==> config.mk <==
export PLATFORM = sky130hd
export DESIGN_NAME = matmul_result_drain
export DESIGN_NICKNAME = d
export VERILOG_FILES = /design/src/rtl/matmul_result_drain.sv
export SDC_FILE = /design/constraint.sdc
export NUM_CORES = 1
export LEC_CHECK = 0
export ABC_AREA = 1
export BUFFER_PORTS_ARGS = -buffer_cell sky130_fd_sc_hd__buf_4
export CAP_MARGIN = 20
export CORE_MARGIN = 2
export CORE_UTILIZATION = 59
export CTS_CLUSTER_SIZE = 24
export DETAILED_ROUTE_END_ITERATION = 12
export PLACE_DENSITY = 0.83
export SKIP_LAST_GASP = 1
export SYNTH_ARGS = -nofsm -noshare
export SYNTH_HDL_FRONTEND = slang
export SYNTH_SLANG_ARGS = --single-unit
==> constraint.sdc <==
create_clock -name clk -period 20.3 [get_ports clk]
set_clock_uncertainty 0.05 [all_clocks]
set_input_delay 2.03 -clock clk [delete_from_list [all_inputs] [get_ports clk]]
set_output_delay 2.03 -clock clk [all_outputs]
set_load 0.01 [all_outputs]
==> src/rtl/matmul_result_drain.sv <==
// Realigns skewed column sums from the systolic array into whole rows, buffers
// them in a small FIFO and presents them on a valid/ready stream with a feeder stall.
module matmul_result_drain #(
    parameter int MATRIX_SIZE = 3,
    parameter int DATA_SIZE   = 32,
    parameter int FIFO_DEPTH  = 4
) (
    input  logic                                  clk,
    input  logic                                  reset,
    input  logic                                  clear,
    input  logic [MATRIX_SIZE-1:0][DATA_SIZE-1:0] in_sum,
    input  logic                                  in_valid,
    output logic [MATRIX_SIZE-1:0][DATA_SIZE-1:0] out_row,
    output logic                                  out_valid,
    input  logic                                  out_ready,
    output logic                                  stall_req,
    output logic                                  overflow,
    output logic [15:0]                           row_count
);

    localparam int AW = $clog2(FIFO_DEPTH);
    localparam int CW = AW + 1;
    localparam int PD = MATRIX_SIZE - 1;
    localparam int OW = $clog2(FIFO_DEPTH + MATRIX_SIZE) + 1;

    logic [MATRIX_SIZE-1:0][DATA_SIZE-1:0] aligned;
    logic                                  row_ready;
    logic [OW-1:0]                         inflight;
    logic [OW-1:0]                         occ;

    logic [MATRIX_SIZE-1:0][DATA_SIZE-1:0] mem [FIFO_DEPTH];
    logic [AW-1:0]                         wr_ptr;
    logic [AW-1:0]                         rd_ptr;
    logic [CW-1:0]                         fifo_count;
    logic                                  full;
    logic                                  push;
    logic                                  pop;
    logic                                  drop;

    // Column j waits MATRIX_SIZE-1-j cycles so every column lines up with the last one.
    for (genvar j = 0; j < MATRIX_SIZE; j++) begin : g_col
        localparam int D = MATRIX_SIZE - 1 - j;
        if (D == 0) begin : g_pass
            assign aligned[j] = in_sum[j];
        end else begin : g_dly
            logic [DATA_SIZE-1:0] sr [D];
            always_ff @(posedge clk or posedge reset) begin
                if (reset) begin
                    for (int k = 0; k < D; k++) sr[k] <= '0;
                end else begin
                    sr[0] <= in_sum[j];
                    for (int k = 1; k < D; k++) sr[k] <= sr[k-1];
                end
            end
            assign aligned[j] = sr[D-1];
        end
    end

    if (PD == 0) begin : g_nopipe
        assign row_ready = in_valid;
        assign inflight  = '0;
    end else begin : g_pipe
        logic [PD-1:0] v_pipe;
        always_ff @(posedge clk or posedge reset) begin
            if (reset) begin
                v_pipe <= '0;
            end else if (clear) begin
                v_pipe <= '0;
            end else begin
                v_pipe[0] <= in_valid;
                for (int k = 1; k < PD; k++) v_pipe[k] <= v_pipe[k-1];
            end
        end
        assign row_ready = v_pipe[PD-1];
        always_comb begin
            inflight = '0;
            for (int k = 0; k < PD; k++) inflight = inflight + OW'(v_pipe[k]);
        end
    end

    assign full      = (fifo_count == CW'(FIFO_DEPTH));
    assign out_valid = (fifo_count != '0);
    assign pop       = out_valid && out_ready;
    assign push      = row_ready && (!full || pop);
    assign drop      = row_ready && full && !pop;
    assign out_row   = mem[rd_ptr];

    // Rows already in the deskew pipe count as occupied so an obedient feeder never overflows.
    assign occ       = OW'(fifo_count) + inflight;
    assign stall_req = (occ >= OW'(FIFO_DEPTH));

    always_ff @(posedge clk or posedge reset) begin
        if (reset) begin
            wr_ptr     <= '0;
            rd_ptr     <= '0;
            fifo_count <= '0;
            overflow   <= 1'b0;
            row_count  <= '0;
        end else if (clear) begin
            wr_ptr     <= '0;
            rd_ptr     <= '0;
            fifo_count <= '0;
            overflow   <= 1'b0;
            row_count  <= '0;
        end else begin
            if (push) wr_ptr <= wr_ptr + AW'(1);
            if (pop) begin
                rd_ptr    <= rd_ptr + AW'(1);
                row_count <= row_count + 16'd1;
            end
            if (push && !pop)      fifo_count <= fifo_count + CW'(1);
            else if (pop && !push) fifo_count <= fifo_count - CW'(1);
            if (drop) overflow <= 1'b1;
        end
    end

    always_ff @(posedge clk or posedge reset) begin
        if (reset) begin
            for (int i = 0; i < FIFO_DEPTH; i++) mem[i] <= '0;
        end else if (push && !clear) begin
            mem[wr_ptr] <= aligned;
        end
    end

endmodule
==> results.cfg, run 1 <==
[outcome]
status = completed

[worst_setup_path]
arrival_ns = 3.67
path_common_cell = buf_4
cp-end-kind = output port
r2r_start = fifo_count[0]
critPathKind = reg2out
reg2reg_to = mem[179]
worstSetupStartpointType = register
worst-r2r-cell-count = 8
slowest_delay_ns = 0.88
slowest_stage = buf_4
cp.required_ns = 18.22
worst-path-max-fanout = 101
r2r_setup_slack_ns = 17.42
worstPathCellList = buf_16, inv_6, buf_4, o21ai_0, o22ai_1, buf_4

[placed_design]
portBuffers = 215
placed_area_mm2 = 0.02229
gp_congestion = 0.8183
hpwl_mm = 26.98

[power]
power_density_mw_per_mm2 = 116.8
power_leakage_nw = 11.63
ir_drop_uv = 100.4

[cts]
ctsHoldBuffers = 0
clk_latency_ns = 0.58
clock_sinks = 506
tritoncts = done
cts_setup_buffers = 0
cts_buffers = 49
cts_root_buf = clkbuf_16
cts_buffer_depth = 3
clk_pin_slew_ns = 0.06
htree_num_levels = 2
cts_resized = 0

[synth]
synth.cell_area_mm2 = 0.02112
ys_seq_elements = 506
synthMostInstantiatedCell = dfrtp_1
synth_edf_count = 0
synth_cells = 2176
synth_largest_area_cell = dfrtp_1
yosysSeqAreaShare = 0.5995
avgSynthCellArea_um2 = 9.707
ys_top_cells_by_area = dfrtp_1 (60%), nand2_1 (7.8%), o21ai_1 (6.0%), o21ai_0 (5.8%), buf_6 (4.3%)
yosysWarnings = 0
netlist.area_leader.share = 0.5995
syn-num-nets = 2284
yosysUniqueCellTypes = 33
postSynth.asyncResetShare = 1.000
ys.flop_type = dfrtp_1
synth_commonest_cells = dfrtp_1 (506), nand2_1 (437), o21ai_1 (252)

[global_routing]
grtUsageTotal = 0.2589
grt_pass1_wl_mm = 79.94
antenna_found_initial = 0
grt_busiest_layer = met2
grt_pass1_vias = 16030
met1_usage = 0.3611
use_met3 = 0.03434
grt-ovfl-total = 0
grt_util_met2 = 0.4266
grt_start_max_net_pins = 118

[floorplanning]
start_util = 0.5967
core_mm2 = 0.03540
num_io_pins = 216
die_w_um = 193.2
die_area_mm2 = 0.03733
dieHeight_um = 193.2
num_rows = 69

[route]
ant_nets = 0
drt_iter0_drc = 1346
drt_wl_total_mm = 47.89
firstDrtPassIters = 6
drcViolationCount = 0
vias = 15994
drt-vias-per-instance = 5.698
drt-wirelength-per-cell_um = 17.06

[timing]
whs_ns = 0.2965
report.final.slew_viol_count = 0
relSlewSlack = 0.2996
final.min_clock_period_ns = 5.752
setup_viol = 0
max_freq_mhz = 173.9
rsz0062_at_grt = false
hold_viol = 0
worst_pin_slew_ns = 1.051
min_period_over_period = 0.2833
finalSetupTns_ns = 0

[layout]
fin_nets = 2420
area_growth_pct = 13.36
drive_above_1_share = 0.1756
diodes = 0
multi_input_area_mm2 = 0.006857
fillers = 2569
regArea_mm2 = 0.01267
final_area_mm2 = 0.02394

[hold_path]
min_to = aligned[5]
hp-start = g_col[0].g_dly.sr[37]
min_path_cells = 0
hold_class = reg2reg

[run]
max_cap_viol_count = 0
==> cell type report <==
class,instances,area share
well taps,461,0.02409
flip-flops and latches,506,0.5291
inverters,124,0.02001
multi-input cells,1398,0.2864
clock inverters,8,0.002874
clock buffers,77,0.06030
repair buffers,233,0.07723
==> power by group <==
part           switching [W]  internal, W  leakage (nW)
Combinational       0.000432     0.000300          4.26
Sequential         0.0000718      0.00113          6.63
Clock               0.000367     0.000498         0.743
Total               0.000871      0.00192          11.6
==> cell usage in the layout (no fill, tap or decap), types with 4 or more instances in the layout <==
master / synthesis / final
buf_4: 1 / 228
buf_16: 0 / 5
nand2_1: 437 / 437
o21ai_0: 245 / 245
clkinv_2: 0 / 7
nand4_1: 10 / 10
inv_1: 123 / 120
clkbuf_16: 0 / 51
dfrtp_1: 506 / 504
ha_1: 6 / 6
clkbuf_8: 0 / 7
a21oi_1: 10 / 10
nand2_8: 0 / 4
o21ai_1: 252 / 252
nand3_1: 13 / 13
clkbuf_1: 57 / 19
o22ai_1: 97 / 97
o21ai_2: 93 / 93
nor2_1: 214 / 214
==> critical path, delay by kind of cell (launching register included) <==
kind | cells | cell delay, ns
buffers and inverters | 4 | 1.87
DFF | 1 | 0.62
AOI/OAI and AO/OA | 2 | 0.48
==> flip-flops by register name, summed over array words and instances, names as in the netlist <==
name,count
aligned,32
row_count,16
g_col.g_dly.sr,64
wr_ptr,2
mem,384
fifo_count,3
g_pipe.v_pipe,2
overflow,1
rd_ptr,2
==> metal layers <==
| layer | routed length, µm | part of all wire |
|---|---|---|
| met1 | 20580 | 0.43 |
| met4 | 1085 | 0.023 |
| met5 | 0 | 0 |
| met2 | 23370 | 0.49 |
| met3 | 2849 | 0.059 |
==> kinds of logic (layout without fill, tap and decap cells) <==
group / Yosys count / count (layout) / share of synthesized area
adders and majority gates: 7 / 7 / 0.004502
buffers and inverters: 272 / 442 / 0.07754
AOI/OAI and AO/OA: 701 / 701 / 0.1893
and+or+nand+nor: 690 / 690 / 0.1292
DFF: 506 / 506 / 0.5995
==> metrics by stage <==
step                cells    util  setup WS [ns]  total power, W
finish               2807  0.6765          14.55        0.002796
global route         2807  0.6765          14.36        0.002941
CTS                  2802  0.6726          14.43        0.002803
detailed placement   2717  0.6298          15.04        0.001932
global placement     2717  0.6298          15.16        0.001907
floorplan            2176       -          4.090        0.001630
==> worst max path at each step <==
| stage | slack, ns | startpoint | endpoint |
|---|---|---|---|
| floorplan | 4.09 | reset | aligned[0] |
| global placement | 15.16 | rd_ptr[0] | out_row[52] |
| detailed placement | 15.04 | rd_ptr[0] | out_row[52] |
| CTS | 14.43 | rd_ptr[0] | out_row[52] |
| global route | 14.36 | rd_ptr[0] | out_row[52] |
| finish | 14.55 | rd_ptr[0] | out_row[52] |
No activity file was read; power rests on OpenSTA's default activity.
==> run 2, diff against run 1 <==
--- a/config.mk
+++ b/config.mk
@@ -5,14 +5,14 @@
 export SDC_FILE = /design/constraint.sdc
 export NUM_CORES = 1
 export LEC_CHECK = 0
-export ABC_AREA = 1
+export ABC_AREA = 0
 export BUFFER_PORTS_ARGS = -buffer_cell sky130_fd_sc_hd__buf_4
 export CAP_MARGIN = 20
 export CORE_MARGIN = 2
-export CORE_UTILIZATION = 59
+export CORE_UTILIZATION = 53
 export CTS_CLUSTER_SIZE = 24
 export DETAILED_ROUTE_END_ITERATION = 12
-export PLACE_DENSITY = 0.83
+export PLACE_DENSITY = 0.79
 export SKIP_LAST_GASP = 1
 export SYNTH_ARGS = -nofsm -noshare
 export SYNTH_HDL_FRONTEND = slang
==> constraint.sdc (replaced) <==
create_clock -name clk -period 5.25 [get_ports clk]
set_clock_uncertainty 0.05 [all_clocks]
set_input_delay 0.525 -clock clk [delete_from_list [all_inputs] [get_ports clk]]
set_output_delay 0.525 -clock clk [all_outputs]
set_load 0.01 [all_outputs]
==> run 2 against run 1 <==
Non-clock buffer count up 64. Critical endpoint is now out_row[69]. Area after synthesis shrank 3.9%. Clock power increased to 4.5 times the previous value. Largest power group unchanged. Sequential share of layout area fell by 2.0 points. Wire length fell by 13%. Hold slack got worse by 0.26 ns. Utilization is 1.5 points lower.
==> results.cfg, run 2 <==
[outcome]
status = completed

[worst_setup_path]
slowest_stage = dfrtp_4
worst-r2r-cell-count = 5
worstPathCellList = buf_12, mux4_2, buf_4
arrival_ns = 2.79
r2r_setup_slack_ns = 2.22
slowest_delay_ns = 1.00
cp-end-kind = output port
worst-path-max-fanout = 51
critPathKind = reg2out
worstSetupStartpointType = register
cp.required_ns = 4.68

[synth]
synth_commonest_cells = dfrtp_1 (506), mux2_2 (225), mux2_1 (160)
synth_largest_area_cell = dfrtp_1
synth.cell_area_mm2 = 0.02031
yosysSeqAreaShare = 0.6235
synth_cells = 1177
synthMostInstantiatedCell = dfrtp_1
avgSynthCellArea_um2 = 17.25
postSynth.asyncResetShare = 1.000
ys.flop_type = dfrtp_1
yosysWarnings = 0
ys_seq_elements = 506
ys_top_cells_by_area = dfrtp_1 (62%), mux2_2 (12%), mux4_2 (11%), mux2_1 (8.9%), buf_2 (0.99%)
syn-num-nets = 1285
netlist.area_leader.share = 0.6235
synth_edf_count = 0
yosysUniqueCellTypes = 43

[placed_design]
hpwl_mm = 24.59
portBuffers = 215
gp_congestion = 0.7560

[timing]
rsz0062_at_grt = false
min_period_over_period = 0.6407
report.final.slew_viol_count = 0
relSlewSlack = 0.3852
setup_viol = 0
hold_viol = 0
whs_ns = 0.04052
final.min_clock_period_ns = 3.364
max_freq_mhz = 297.3
finalSetupTns_ns = 0
worst_pin_slew_ns = 0.9214

[layout]
drive_above_1_share = 0.4365
largest_reg_flops = 384
regMostFlops = mem
layout_common_cells = dfrtp_1 (504), buf_4 (227), mux2_2 (225), mux2_1 (160), mux4_2 (96)
diodes = 0
area_growth_pct = 22.62
mostFrequentLayoutCell = dfrtp_1
fin_nets = 1564

[hold_path]
min_path_cells = 1
hold_class = in2reg

[route]
drcViolationCount = 0
vias = 11113
ant_nets = 0
firstDrtPassIters = 4
drt-vias-per-instance = 5.537
drt-wirelength-per-cell_um = 20.69
drt_wl_total_mm = 41.53
drt_iter0_drc = 576

[floorplanning]
die_area_mm2 = 0.03990
dieHeight_um = 199.7
die_w_um = 199.7
num_io_pins = 216
core_mm2 = 0.03767
num_rows = 71
start_util = 0.5391

[cts]
cts_buffer_depth = 3
cts_resized = 0
cts_root_buf = clkbuf_16
cts_buffers = 50
ctsHoldBuffers = 63
clk_pin_slew_ns = 0.06
clk_latency_ns = 0.60
clock_sinks = 506
tritoncts = done
cts_setup_buffers = 0
htree_num_levels = 2

[power]
power_density_mw_per_mm2 = 411.8
power_w = 0.01025
ir_drop_uv = 328.3
power_leakage_nw = 11.95

[run]
max_cap_viol_count = 0

[global_routing]
grtUsageTotal = 0.2193
grt_pass1_vias = 12126
grt_start_max_net_pins = 157
grt_pass1_wl_mm = 67.27
grt-ovfl-total = 0
antenna_found_initial = 1
run 2: cell types whose count changed after synthesis, moves of 49 or more:
cell,delta
nand2_1,-426
o21ai_1,-252
o21ai_0,-239
mux2_2,+225
nor2_1,-198
mux2_1,+160
inv_1,-115
o22ai_1,-97
mux4_2,+96
o21ai_2,-93
buf_6,-80
clkbuf_1,-49
run 2: cells by family after synthesis:
| family | Yosys count | share of synthesized area |
|---|---|---|
| AO/OA/AOI/OAI | 26 | 0.008134 |
| XOR/XNOR | 13 | 0.005607 |
| adder cells (fa/ha/maj) | 7 | 0.004683 |
| buffers and inverters | 78 | 0.01984 |
| flip-flops | 506 | 0.6235 |
| multiplexers | 483 | 0.3209 |
| AND/OR/NAND/NOR | 64 | 0.01725 |
run 2: routing by layer:
layer | vias to the layer above | track usage | part of all wire
met3 | 74 | 0.03427 | 0.038
li1 | 4884 | - | -
met1 | 5951 | 0.3000 | 0.43
met5 | - | 0 | 0.00039
met4 | 2 | 0.06914 | 0.025
met2 | 202 | 0.3664 | 0.51
run 2: layout make-up:
type                    instances  area [µm²]
repair buffers                297        2465
inverters                       8       33.78
well taps                     511       639.4
multi-input cells             593        7272
clock inverters                26       387.9
clock buffers                  66        1433
fillers                      2581       12770
flip-flops and latches        506       12670
run 2: worst max-delay path, delay by kind of cell, from the launching register on:
| family | cells | cell delay [ns] |
|---|---|---|
| multiplexers | 1 | 0.58 |
| flip-flops | 1 | 1.00 |
| buffers and inverters | 2 | 0.56 |
run 2: path summary, 6_finish.rpt:
| kind | from | end |
|---|---|---|
| max in group asynchronous | reset | mem[10] |
| worst max register to register | fifo_count[0] | mem[168] |
| worst min-delay path | in_sum[54] | g_col[1].g_dly.sr[22] |
| min in group asynchronous | reset | row_count[3] |
| worst min register to register | g_col[0].g_dly.sr[34] | aligned[2] |
| worst max-delay path | rd_ptr[0] | out_row[69] |
run 2: stage by stage:
step	utilization	worst slack [ns]	area, µm²	std cells
floorplan	-	-2.193	20310	1177
global placement	0.5952	2.153	22420	1850
detailed placement	0.5952	2.096	22420	1850
CTS	0.6603	1.873	24870	2005
global route	0.6611	1.823	24900	2007
finish	0.6611	1.886	24900	2007
run 2: where the power goes:
part | switching [W] | leakage (nW) | internal (W)
Clock | 0.00151 | 0.891 | 0.00237
Sequential | 0.000268 | 6.60 | 0.00429
Combinational | 0.000760 | 4.46 | 0.00106
Total | 0.00254 | 12.0 | 0.00772
